### src/rtl/fx3_bus_path_scheduler_pkg.sv
// Shared types and constants for the FX3 GPIF bus path scheduler.
package fx3_bus_path_scheduler_pkg;

   typedef enum logic [2:0] {
      StIdle,
      StTurnaround,
      StInActive,
      StOutActive,
      StRelease
   } sched_state_e;

   localparam logic FX3_DIR_IN  = 1'b0;
   localparam logic FX3_DIR_OUT = 1'b1;

   // Width of a counter that must hold 0..max_val; never narrower than one bit.
   function automatic int unsigned cnt_width(input int unsigned max_val);
      return (max_val > 0) ? $clog2(max_val + 1) : 1;
   endfunction

   function automatic sched_state_e dir_active_state(input logic dir);
      return (dir == FX3_DIR_OUT) ? StOutActive : StInActive;
   endfunction

endpackage

### src/rtl/fx3_watchdog.sv
// Saturating clear/increment counter that flags the increment which reaches MAX_COUNT.
module fx3_watchdog
   import fx3_bus_path_scheduler_pkg::*;
#(
   parameter int unsigned MAX_COUNT = 65535
) (
   input  logic clk,
   input  logic rst,
   input  logic clr_i,
   input  logic inc_i,
   output logic expire_o
);

   localparam int unsigned CntW = cnt_width(MAX_COUNT);

   logic [CntW-1:0] cnt_q, cnt_d;

   always_comb begin
      cnt_d = cnt_q;
      if (clr_i) begin
         cnt_d = '0;
      end else if (inc_i && (cnt_q != CntW'(MAX_COUNT))) begin
         cnt_d = cnt_q + CntW'(1);
      end
   end

   // A zero limit disables expiry entirely.
   assign expire_o = (MAX_COUNT != 0) && inc_i && !clr_i && (cnt_q == CntW'(MAX_COUNT - 1));

   always_ff @(posedge clk) begin
      if (rst) begin
         cnt_q <= '0;
      end else begin
         cnt_q <= cnt_d;
      end
   end

endmodule

### src/rtl/fx3_bus_path_scheduler.sv
// Owns the FX3 GPIF bus: round-robin grants between the in and out path engines,
// bus-turnaround gap on direction flips, and a stall watchdog on the active path.
module fx3_bus_path_scheduler
   import fx3_bus_path_scheduler_pkg::*;
#(
   parameter int unsigned TURNAROUND_CYCLES = 4,
   parameter int unsigned TIMEOUT_CYCLES    = 65535
) (
   input  logic        clk,
   input  logic        rst,
   input  logic        i_in_ready,
   input  logic        i_out_pending,
   input  logic        i_out_ready,
   output logic        o_in_path_enable,
   input  logic        i_in_path_finished,
   output logic        o_out_path_enable,
   input  logic        i_out_path_finished,
   input  logic        i_activity,
   output logic        o_bus_dir,
   output logic        o_idle,
   output logic        o_timeout_stb,
   output logic [15:0] o_grant_count
);

   localparam int unsigned TaW = cnt_width(TURNAROUND_CYCLES);

   sched_state_e   state_q, state_d;
   logic           dir_q, dir_d;
   logic           last_q, last_d;
   logic           stb_q, stb_d;
   logic           in_en_q, out_en_q;
   logic [TaW-1:0] ta_q, ta_d;
   logic [15:0]    grant_q, grant_d;

   logic in_req, out_req, req_dir;
   logic active, active_dir, active_fin, wd_expire;

   assign in_req  = i_in_ready;
   assign out_req = i_out_pending & i_out_ready;
   // On a tie the side not served last wins; otherwise whichever side asks.
   assign req_dir = (in_req && out_req) ? ~last_q : out_req;

   assign active     = (state_q == StInActive) || (state_q == StOutActive);
   assign active_dir = (state_q == StOutActive) ? FX3_DIR_OUT : FX3_DIR_IN;
   assign active_fin = (active_dir == FX3_DIR_OUT) ? i_out_path_finished : i_in_path_finished;

   fx3_watchdog #(
      .MAX_COUNT (TIMEOUT_CYCLES)
   ) u_watchdog (
      .clk      (clk),
      .rst      (rst),
      .clr_i    (!active || i_activity),
      .inc_i    (active),
      .expire_o (wd_expire)
   );

   always_comb begin
      state_d = state_q;
      dir_d   = dir_q;
      last_d  = last_q;
      ta_d    = ta_q;
      grant_d = grant_q;
      stb_d   = 1'b0;
      unique case (state_q)
         StIdle: begin
            if (in_req || out_req) begin
               if (req_dir == dir_q) begin
                  state_d = dir_active_state(req_dir);
               end else begin
                  dir_d = req_dir;
                  if (TURNAROUND_CYCLES == 0) begin
                     state_d = dir_active_state(req_dir);
                  end else begin
                     ta_d    = TaW'(TURNAROUND_CYCLES);
                     state_d = StTurnaround;
                  end
               end
            end
         end
         StTurnaround: begin
            // The bus already points at the committed target.
            if (ta_q <= TaW'(1)) begin
               state_d = dir_active_state(dir_q);
            end else begin
               ta_d = ta_q - TaW'(1);
            end
         end
         StInActive, StOutActive: begin
            if (active_fin) begin
               state_d = StRelease;
               last_d  = active_dir;
               grant_d = grant_q + 16'd1;
            end else if (wd_expire) begin
               state_d = StRelease;
               last_d  = active_dir;
               stb_d   = 1'b1;
            end
         end
         StRelease: begin
            if (!i_in_path_finished && !i_out_path_finished) begin
               state_d = StIdle;
            end
         end
         default: state_d = StIdle;
      endcase
   end

   always_ff @(posedge clk) begin
      if (rst) begin
         state_q  <= StIdle;
         dir_q    <= FX3_DIR_IN;
         last_q   <= FX3_DIR_OUT;
         ta_q     <= '0;
         grant_q  <= '0;
         stb_q    <= 1'b0;
         in_en_q  <= 1'b0;
         out_en_q <= 1'b0;
      end else begin
         state_q  <= state_d;
         dir_q    <= dir_d;
         last_q   <= last_d;
         ta_q     <= ta_d;
         grant_q  <= grant_d;
         stb_q    <= stb_d;
         in_en_q  <= (state_d == StInActive);
         out_en_q <= (state_d == StOutActive);
      end
   end

   assign o_in_path_enable  = in_en_q;
   assign o_out_path_enable = out_en_q;
   assign o_bus_dir         = dir_q;
   assign o_timeout_stb     = stb_q;
   assign o_grant_count     = grant_q;
   assign o_idle            = rst || (state_q == StIdle);

endmodule

### config.mk
export PLATFORM = sky130hd
export DESIGN_NAME = fx3_bus_path_scheduler
export DESIGN_NICKNAME = d
export VERILOG_FILES = /design/src/rtl/fx3_bus_path_scheduler_pkg.sv /design/src/rtl/fx3_watchdog.sv /design/src/rtl/fx3_bus_path_scheduler.sv
export SDC_FILE = /design/constraint.sdc
export NUM_CORES = 1
export LEC_CHECK = 0
export ABC_AREA = 1
export BUFFER_PORTS_ARGS = -buffer_cell sky130_fd_sc_hd__buf_2
export CELL_PAD_IN_SITES_DETAIL_PLACEMENT = 0
export CELL_PAD_IN_SITES_GLOBAL_PLACEMENT = 1
export CORE_ASPECT_RATIO = 1.25
export CORE_MARGIN = 8
export CORE_UTILIZATION = 35
export CTS_BUF_LIST = sky130_fd_sc_hd__clkbuf_4 sky130_fd_sc_hd__clkbuf_8
export DETAILED_ROUTE_END_ITERATION = 6
export GPL_TIMING_DRIVEN = 0
export PLACE_DENSITY_LB_ADDON = 0.05
export SYNTH_ARGS = -nofsm -noshare
export SYNTH_HDL_FRONTEND = slang
export SYNTH_SLANG_ARGS = --single-unit
### constraint.sdc
create_clock -name clk -period 3.77 [get_ports clk]
set_clock_uncertainty 0.15 [all_clocks]
set_input_delay 0 -clock clk [delete_from_list [all_inputs] [get_ports clk]]
set_output_delay 0 -clock clk [all_outputs]
set_load 0.05 [all_outputs]
# After elaboration in Yosys (flattened, before gate mapping)
# Index checks and enable logic that the tools add are counted.
# Widths: inputs -> output; s select.
dict set report op_classes {
  n_reduce_logical 23
  bitwise_logic 4
  n_lt_le_gt_ge 1
  add_sub_neg 3
  n_eq_ne 12
  mux 19
}
# op count
set op_table {}
lappend op_table {{$add 16x1->16 const B} 2}
lappend op_table {{$mux 3} 8}
lappend op_table {{$eq 16x16->1 const B} 1}
lappend op_table {{$ne 16x16->1 const B} 1}
lappend op_table {{$eq 3x2->1 const B} 4}
lappend op_table {{$pmux 3 s4} 1}
lappend op_table {{$mux 1} 8}
lappend op_table {{$ne 2x2->1 const B} 3}
lappend op_table {{$pmux 3 s2} 1}
lappend op_table {{$logic_and 1x1->1} 5}
lappend op_table {{$logic_not 1->1} 4}
lappend op_table {{$logic_or 1x1->1} 4}
lappend op_table {{$reduce_and 2->1} 2}
lappend op_table {{$reduce_and 4->1} 1}
lappend op_table {{$reduce_bool 2->1} 2}
lappend op_table {{$reduce_or 2->1} 2}
lappend op_table {{$eq 3x1->1 const B} 1}
lappend op_table {{$eq 3x3->1 const B} 1}
lappend op_table {{$le 3x1->1 const B} 1}
lappend op_table {{$logic_not 3->1} 1}
lappend op_table {{$not 1->1} 3}
lappend op_table {{$reduce_and 3->1} 1}
lappend op_table {{$reduce_or 3->1} 1}
lappend op_table {{$sub 3x1->3 const B} 1}
lappend op_table {{3 further kinds} 3}
dict set report totals {
  output_inout_bits 21
  regBits 43
  elab_cells 71
  inputBits 8
}

# Logic depth before layout (Yosys ltp)
# Gate-level depths: netlist of the first run.
dict set report depth {
  word_depth 11
  ltp_mapped 11
  depth_no_buf 11
}

# Modules after synthesis
# From an unflattened synthesis of the first run, not the netlist that was laid out.
dict set report hier_totals {
  cells_unflattened 382
  hier_area_um2 2498.6
}
# module cells_each n_inst area_per_inst_um2 seq_area_each_um2
set by_module_without_submodules {}
lappend by_module_without_submodules {fx3_bus_path_scheduler 233 1 1531.5 540.5}
lappend by_module_without_submodules {fx3_watchdog 149 1 967.2 320.3}

# Least setup slack after synthesis of the first run
# OpenSTA, ideal clock, no wires.
dict set report synth_path {
  kind {flip-flop to flip-flop}
  start {register dir_q, in the netlist o_bus_dir}
  end {register ta_q[0]}
  n_path_buf 0
  required_time_ns 3.503
  synth_period_minus_slack_ns 1.895
  setup_ns 0.117
  arrival_ns 1.628
  path_stages_with_launch 8
  setup_slack_ns 1.875
  cell_sequence {dfxtp_1 > inv_1 > ha_1 > nand2_1 > o21ai_0 > inv_1 > a21oi_1 > nor2_1}
}
dict set report synth_between {
  elab_chain_len 3
}
# element line
set synth_rtl {}
lappend synth_rtl {{start, declared} fx3_bus_path_scheduler.sv:28} ;# logic dir_q, dir_d;
lappend synth_rtl {{start signal, assigned} fx3_bus_path_scheduler.sv:120} ;# dir_q <= dir_d;
lappend synth_rtl {{$eq 1x1->1} fx3_bus_path_scheduler.sv:67} ;# if (req_dir == dir_q) begin
lappend synth_rtl {{$ne 2x2->1 (no line)} -}
lappend synth_rtl {{$reduce_and 4->1 (no line)} -}
lappend synth_rtl {{end signal, assigned} fx3_bus_path_scheduler.sv:122} ;# ta_q <= ta_d;
lappend synth_rtl {{end, declared} fx3_bus_path_scheduler.sv:32} ;# logic [TaW-1:0] ta_q, ta_d;
# Every way passes these cells.
# A chain may end at the register's enable or synchronous reset.

# Final worst setup path of the first run
dict set report layout_path {
  start {input port i_in_ready}
  end {register ta_q[0]}
}
dict set report layout_between {
  elab_chain_len 5
  word_cells_on_any_way 7
  cone_classes {eq/ne: 3; mux: 1; reduce/logical: 3}
}
# element line
set layout_rtl {}
lappend layout_rtl {{start, declared} fx3_bus_path_scheduler.sv:11} ;# input logic i_in_ready,
lappend layout_rtl {{$logic_and 1x1->1} fx3_bus_path_scheduler.sv:41} ;# assign req_dir = (in_req && out_req) ? ~last_q : out_req;
lappend layout_rtl {{$mux 1} fx3_bus_path_scheduler.sv:41}
lappend layout_rtl {{$eq 1x1->1} fx3_bus_path_scheduler.sv:67}
lappend layout_rtl {{$ne 2x2->1 (no line)} -}
lappend layout_rtl {{$reduce_and 4->1 (no line) (*)} -}
# Mark *: on every way between the ends. The rest lies on a longest branch, timed or not.

==> results_dict.tcl, run 1 <==
set metrics [dict create \
    slew_margin_rel_pct 54.5 \
    synthesis.area_um2 2620 \
    switching_power_mw 0.316 \
    cts-htree-levels 2 \
    globalplace.congestion 0.774 \
    route.detailed.vias_per_inst 4.65 \
    cp_data_arrival_time_ns 2.39 \
    port_buffers 27 \
    p_total_mw 1.06 \
    final_core_utilization_pct 41.8 \
    grt_usage_pct 13.7 \
    comb_power_share_pct 18.6 \
    finalWirelength_um 6820 \
    ant_nets 0 \
    grt_setup_unrepaired "no" \
    placed_cells_incl_taps 525 \
    max_stage_delay_ns 0.55 \
    timing.hold.ws_ns 0.0983 \
    netlist_instances 406 \
    synth.net_count 420 \
    initialDrtViolationCount 56 \
    startpoint "i_in_ready" \
    power_frac_seq_pct 45.1 \
    via_total_after_detailed_routing 2510 \
    detail_placement_hpwl_um 5240 \
    fraction_of_final_layout_cells_with_drive_strength_greater_than_1_pct 18.8 \
    setup-violations-final 0 \
    groute.layer.met3.usage_pct 2.58 \
    synth_async_sr_flop_share_pct 0 \
    clock_power_share_pct 36.3 \
    yosys-top-cells-area "sky130_fd_sc_hd__dfxtp_1 (33%), sky130_fd_sc_hd__nand2_1 (19%), sky130_fd_sc_hd__nor2_1 (8.0%), sky130_fd_sc_hd__inv_1 (5.6%), sky130_fd_sc_hd__a21oi_2 (4.3%)" \
    numCtsBuffers 5 \
    worst_hold_path_type "in2reg" \
    synth-simple-area-share_pct 40.7 \
    layout-area-overhead-vs-synth_pct 16.7 \
    grt.met2_usage_pct 24.8 \
    global_route.overflow_total 0 \
    final.period_utilization_pct 62.2 \
    drv_slew 0 \
    fin_cells 540 \
    finish.net_count 461 \
    grt_first_pass_wirelength_um 11800 \
    clkSinkCount 43 \
    setup_tns_ns 0 \
    finish.instance_area_um2 3060 \
    std_cell_rows 35 \
    drt-wirelength-per-cell_um 12.6 \
    yosys_most_used_dff "sky130_fd_sc_hd__dfxtp_1" \
    status "finished clean" \
    synth_area_per_cell_um2 6.45 \
    tightest_pin_transition_ns 0.683 \
    clock_tree_from_tritoncts "done" \
    grt_max_degree 14 \
    sw_frac_of_total_pct 29.8 \
    finalCriticalPeriod_ns 2.34 \
    timing_worst_setup_path_type "in2reg" \
    cp.required_ns 3.82 \
    synthesis.yosys.warnings 0 \
    synth-compound-area-share_pct 10.4 \
    critical_path.reg2reg.startpoint "last_q" \
    synth_seq_cells 43 \
    timing.critical_path.from_type "input port" \
    yosysMostFrequentCell "sky130_fd_sc_hd__nand2_1" \
    floorplan.die.width_um 93.4 \
    synth_xor_xnor_area_share_pct 3.34 \
    crit_path_max_fanout 4 \
    yosysSeqAreaShare_pct 32.9 \
    core-area_um2 7310 \
    vias_in_the_first_global_route 2520 \
    netlist.top_cell.by_area "sky130_fd_sc_hd__dfxtp_1" \
    worstHoldStart "i_out_ready" \
    detail_route.first_pass.iterations 4 \
    cts.path.max_buffers 2 \
    setup_ws_ns 1.43 \
    route.detailed.drc 0 \
    total_power_density_per_cell_area_nw_per_um2 348 \
    synth.distinct_cells 26 \
    nFillCells 756 \
    critical-path-slowest-cell "sky130_fd_sc_hd__dlygate4sd3_1" \
    placed_area_um2 2870 \
    synth.mux.area_fraction_pct 0 \
    power.leakage_nw 1.18 \
    crit_chain "dlygate4sd3_1, buf_2, a21oi_1, dlygate4sd3_1, inv_1, ha_1, nand2_1, o21ai_0, inv_1, a21oi_1, nor2_1" \
    clk_pin_slew_ns 0.09 \
    floorplan.die_area_um2 10500 \
    internal_power_mw 0.746 \
    yosys.area_share.adder_pct 2.87 \
    worst_setup_timing_slack_at_the_placement_stage_ns 1.77 \
    synth_edf_count 0 \
    num_io_pins 29 \
    max_cap_violations 0 \
    main_combinational_cell_family_by_area_after_synthesis "simple AND/OR/NAND/NOR gates" \
    cp-end-kind "register" \
    busiest_layer "met2" \
    clock_latency_ns 0.30 \
    grt_use_met1_pct 15.2 \
    yosys-top-cells-count "sky130_fd_sc_hd__nand2_1 (135), sky130_fd_sc_hd__nor2_1 (56), sky130_fd_sc_hd__dfxtp_1 (43)" \
    dieHeight_um 113 \
    clock_root_buffer "sky130_fd_sc_hd__clkbuf_8" \
    ir_worst_vdd_mv 0.175 \
    maxClockFrequency_ghz 0.427 \
    grt_antenna_before_repair 0 \
    final-hold-violation-count 0 \
    antenna_cells_inserted 0 \
    initial_core_util_pct 35.8 \
    post_synth_top_area_share_pct 32.9 \
]
[worst paths after layout]
check	cells past startpoint	slack (ns)	to
hold reg to reg	2	0.32	ta_q[1]
hold / removal	6	0.1	o_bus_dir
setup / recovery	11	1.43	ta_q[0]
setup reg to reg	9	1.49	ta_q[0]
[critical path, delay by kind of cell]
| kind | cells | cell delay (ns) |
|---|---|---|
| AO/OA/AOI/OAI | 3 | 0.58 |
| adder cells (fa/ha/maj) | 1 | 0.28 |
| buffers and inverters | 5 | 1.40 |
| AND/OR/NAND/NOR | 2 | 0.12 |
[area by class of cell]
class / instances / area, µm² / share of cell area [%]
sequential: 43 / 861 / 28.2
inverter: 43 / 161 / 5.28
timing repair buffer: 34 / 205 / 6.71
clock inverter: 2 / 35.0 / 1.15
tap: 92 / 115 / 3.77
buffer: 11 / 96.3 / 3.15
clock buffer: 6 / 82.6 / 2.70
multi-input combinational: 309 / 1500 / 49.1
[power by group through the flow]
stage               Clock, mW  Sequential, mW  Combinational, mW
finish                  0.386           0.479              0.198
global route            0.419           0.482              0.219
CTS                     0.403           0.480              0.201
detailed placement          0           0.490              0.194
global placement            0           0.491              0.196
floorplan                   0           0.509              0.125
[registers in the layout, indices dropped and copies added (netlist names)]
name / flops
o_in_path_enable: 1
u_watchdog.cnt_q: 16
o_grant_count: 16
o_bus_dir: 1
last_q: 1
o_out_path_enable: 1
ta_q: 3
state_q: 3
o_timeout_stb: 1
[routing by layer]
| layer | part of all wire (%) | vias to the layer above | wire [µm] |
|---|---|---|---|
| li1 | - | 1356 | - |
| met1 | 44 | 1109 | 2990 |
| met2 | 51 | 35 | 3450 |
| met3 | 3.6 | 10 | 246 |
| met4 | 2.0 | 0 | 133 |
| met5 | 0 | - | 0 |
[cell families after synthesis]
logic type / after synthesis
xor+xnor: 10
buf+inv: 54
simple gates: 249
compound gates: 44
fa+ha+maj: 6
flops: 43
[placed cells by master (no fill, tap or decap), types with 2 or more instances in the layout]
cell type,netlist,routed
sky130_fd_sc_hd__inv_2,4,4
sky130_fd_sc_hd__clkbuf_1,3,3
sky130_fd_sc_hd__nor3_2,2,2
sky130_fd_sc_hd__nor4_1,2,2
sky130_fd_sc_hd__ha_1,6,6
sky130_fd_sc_hd__buf_6,4,4
sky130_fd_sc_hd__nand2_2,15,15
sky130_fd_sc_hd__a21oi_1,18,18
sky130_fd_sc_hd__clkbuf_8,0,6
sky130_fd_sc_hd__dlygate4sd3_1,0,7
sky130_fd_sc_hd__nand2_1,135,135
sky130_fd_sc_hd__inv_1,39,39
sky130_fd_sc_hd__a21oi_2,13,13
sky130_fd_sc_hd__buf_4,2,2
sky130_fd_sc_hd__dfxtp_1,43,43
sky130_fd_sc_hd__nand3_1,17,17
sky130_fd_sc_hd__nor2_2,7,7
sky130_fd_sc_hd__nand4_1,13,13
sky130_fd_sc_hd__nor2_1,56,56
sky130_fd_sc_hd__xor2_1,4,4
sky130_fd_sc_hd__xnor2_1,6,6
sky130_fd_sc_hd__o21ai_0,11,11
sky130_fd_sc_hd__buf_2,1,28
[timing repair]
| action | in CTS | in global routing |
|---|---|---|
| endpoints found under the setup margin | 0 | 0 |
| hold buffers | 7 | 0 |
| resized for setup | 0 | 0 |
| endpoints found under the hold margin | 15 | 0 |
| buffers inserted | 0 | 0 |
Power figures use the tool's default switching activity.
==> run 2: changes to the inputs <==
==> constraint.sdc (replaced) <==
create_clock -name clk -period 2.4 [get_ports clk]
set_clock_uncertainty 0.15 [all_clocks]
set_input_delay 0 -clock clk [delete_from_list [all_inputs] [get_ports clk]]
set_output_delay 0 -clock clk [all_outputs]
set_load 0.05 [all_outputs]
==> run 2 against run 1 <==
  * Highest routed layer unchanged
  * Power rose by 57%
  * Clock power rose by 57%
  * Critical path type unchanged
  * Worst setup slack got worse by 1.2 ns
  * First-iteration DRC count rose by 8.9%
  * Via count did not move
  * Routed wire length barely moved
  * Die area did not move
  * Register-to-register slack got worse by 1.3 ns
  * Global-route usage did not move
==> results_dict.tcl, run 2 (synthesized netlist as in run 1, its figures left out) <==
set metrics [dict create \
    status "finished clean" \
    clkSinkCount 43 \
    dieHeight_um 113 \
    clock_latency_ns 0.30 \
    slew_margin_rel_pct 54.5 \
    tightest_pin_transition_ns 0.683 \
    initial_core_util_pct 35.8 \
    detail_route.first_pass.iterations 4 \
    total_power_density_per_cell_area_nw_per_um2 546 \
    core-area_um2 7310 \
    globalplace.congestion 0.774 \
    layout-area-overhead-vs-synth_pct 16.7 \
    fraction_of_final_layout_cells_with_drive_strength_greater_than_1_pct 18.8 \
    cts.path.max_buffers 2 \
    initialDrtViolationCount 61 \
    crit_path_max_fanout 4 \
    worst_hold_path_type "in2reg" \
    cp_data_arrival_time_ns 2.27 \
    grt_setup_unrepaired "no" \
    multi_input_comb_area_um2 1500 \
    detail_placement_hpwl_um 5240 \
    setup_tns_ns 0 \
    power.leakage_nw 1.18 \
    timing_worst_setup_path_type "in2reg" \
    nFillCells 756 \
    final-hold-violation-count 0 \
    grt_usage_pct 13.7 \
    finalWirelength_um 6820 \
    highest_count_cells_in_the_layout_ignoring_fill_and_taps "sky130_fd_sc_hd__nand2_1 (135), sky130_fd_sc_hd__nor2_1 (56), sky130_fd_sc_hd__dfxtp_1 (43), sky130_fd_sc_hd__inv_1 (39), sky130_fd_sc_hd__buf_2 (28)" \
    placed_area_um2 2870 \
    clk_pin_slew_ns 0.09 \
    drv_slew 0 \
    cp.required_ns 2.45 \
    std_cell_rows 35 \
    drt-wirelength-per-cell_um 12.6 \
    clock_root_buffer "sky130_fd_sc_hd__clkbuf_8" \
    p_total_mw 1.67 \
    route.detailed.vias_per_inst 4.65 \
    num_io_pins 29 \
    grt_max_degree 14 \
    numCtsBuffers 5 \
    finish.instance_area_um2 3060 \
    final.period_utilization_pct 92.6 \
    setup-violations-final 0 \
    antenna_cells_inserted 0 \
    maxClockFrequency_ghz 0.450 \
    floorplan.die_area_um2 10500 \
    register_area_um2 861 \
    ant_nets 0 \
    clock_tree_from_tritoncts "done" \
    grt_antenna_before_repair 0 \
    cts_setup_buffers 0 \
    finalCriticalPeriod_ns 2.22 \
    vias_in_the_first_global_route 2520 \
    final_core_utilization_pct 41.8 \
    cts-htree-levels 2 \
    port_buffers 27 \
    ir_worst_vdd_mv 0.274 \
    route.detailed.drc 0 \
    timing.critical_path.from_type "input port" \
    finish.net_count 461 \
    layout.cells.most_common "sky130_fd_sc_hd__nand2_1" \
    floorplan.die.width_um 93.4 \
    grt_first_pass_wirelength_um 11800 \
    max_cap_violations 0 \
    cp-end-kind "register" \
    via_total_after_detailed_routing 2510 \
    global_route.overflow_total 0 \
]
[run 2: cell count changes in the layout (fill, tap and decap cells not counted)]
cell                      previous run  this run
sky130_fd_sc_hd__o21ai_1             1         2
sky130_fd_sc_hd__o21ai_0            11        10
[run 2: area by class of cell]
type                    count  area share, %
multi-input cells         309           49.1
flip-flops and latches     43           28.2
repair buffers             34           6.71
inverters                  43           5.28
well taps                  92           3.77
plain buffers              11           3.15
clock buffers               6           2.70
clock inverters             2           1.15
[run 2: report_power, final]
| part | total (mW) | leakage [nW] | internal (mW) | switching [mW] |
|---|---|---|---|---|
| combinational | 0.311 | 0.769 | 0.101 | 0.210 |
| clock | 0.606 | 0.0612 | 0.337 | 0.269 |
| sequential | 0.753 | 0.348 | 0.735 | 0.0183 |
| total | 1.67 | 1.18 | 1.17 | 0.497 |
[run 2: routing by layer]
layer | GRT usage [%] | wire [µm] | vias up
met5 | 0 | 0 | -
met4 | 5.50 | 133 | 0
met3 | 2.58 | 248 | 10
met2 | 24.8 | 3450 | 35
met1 | 15.2 | 2980 | 1109
li1 | - | - | 1356
[run 2: critical path: stages]
cell,delay (ns)
sky130_fd_sc_hd__dlygate4sd3_1,0.53
sky130_fd_sc_hd__buf_2,0.13
sky130_fd_sc_hd__a21oi_1,0.12
sky130_fd_sc_hd__dlygate4sd3_1,0.55
sky130_fd_sc_hd__inv_1,0.05
sky130_fd_sc_hd__ha_1,0.28
sky130_fd_sc_hd__nand2_1,0.08
sky130_fd_sc_hd__o21ai_1,0.24
sky130_fd_sc_hd__inv_1,0.12
sky130_fd_sc_hd__a21oi_1,0.13
sky130_fd_sc_hd__nor2_1,0.05
[run 2: what timing repair did]
action,CTS,global route
endpoints found under the hold margin,15,0
hold buffers,7,0
endpoints found under the setup margin,0,3
resized for setup,0,1
[run 2: worst paths after layout]
check                                 start         to  slack, ns  depth (start not counted)
worst max-delay path             i_in_ready    ta_q[0]       0.18                         11
worst min-delay path            i_out_ready  o_bus_dir       0.10                          6
worst max register to register       last_q    ta_q[0]       0.24                          9
worst min register to register      ta_q[1]    ta_q[1]       0.32                          2
[run 2: metrics by stage]
stage / worst slack, ns / instances / hold slack [ns]
3_3_place_gp: 0.389 / 525 / 0.167
4_1_cts: 0.0348 / 540 / 0.0897
3_5_place_dp: 0.402 / 525 / 0.172
2_1_floorplan: 0.505 / 406 / 0.0154
6_report: 0.177 / 540 / 0.104
5_1_grt: 0.0175 / 540 / 0.143
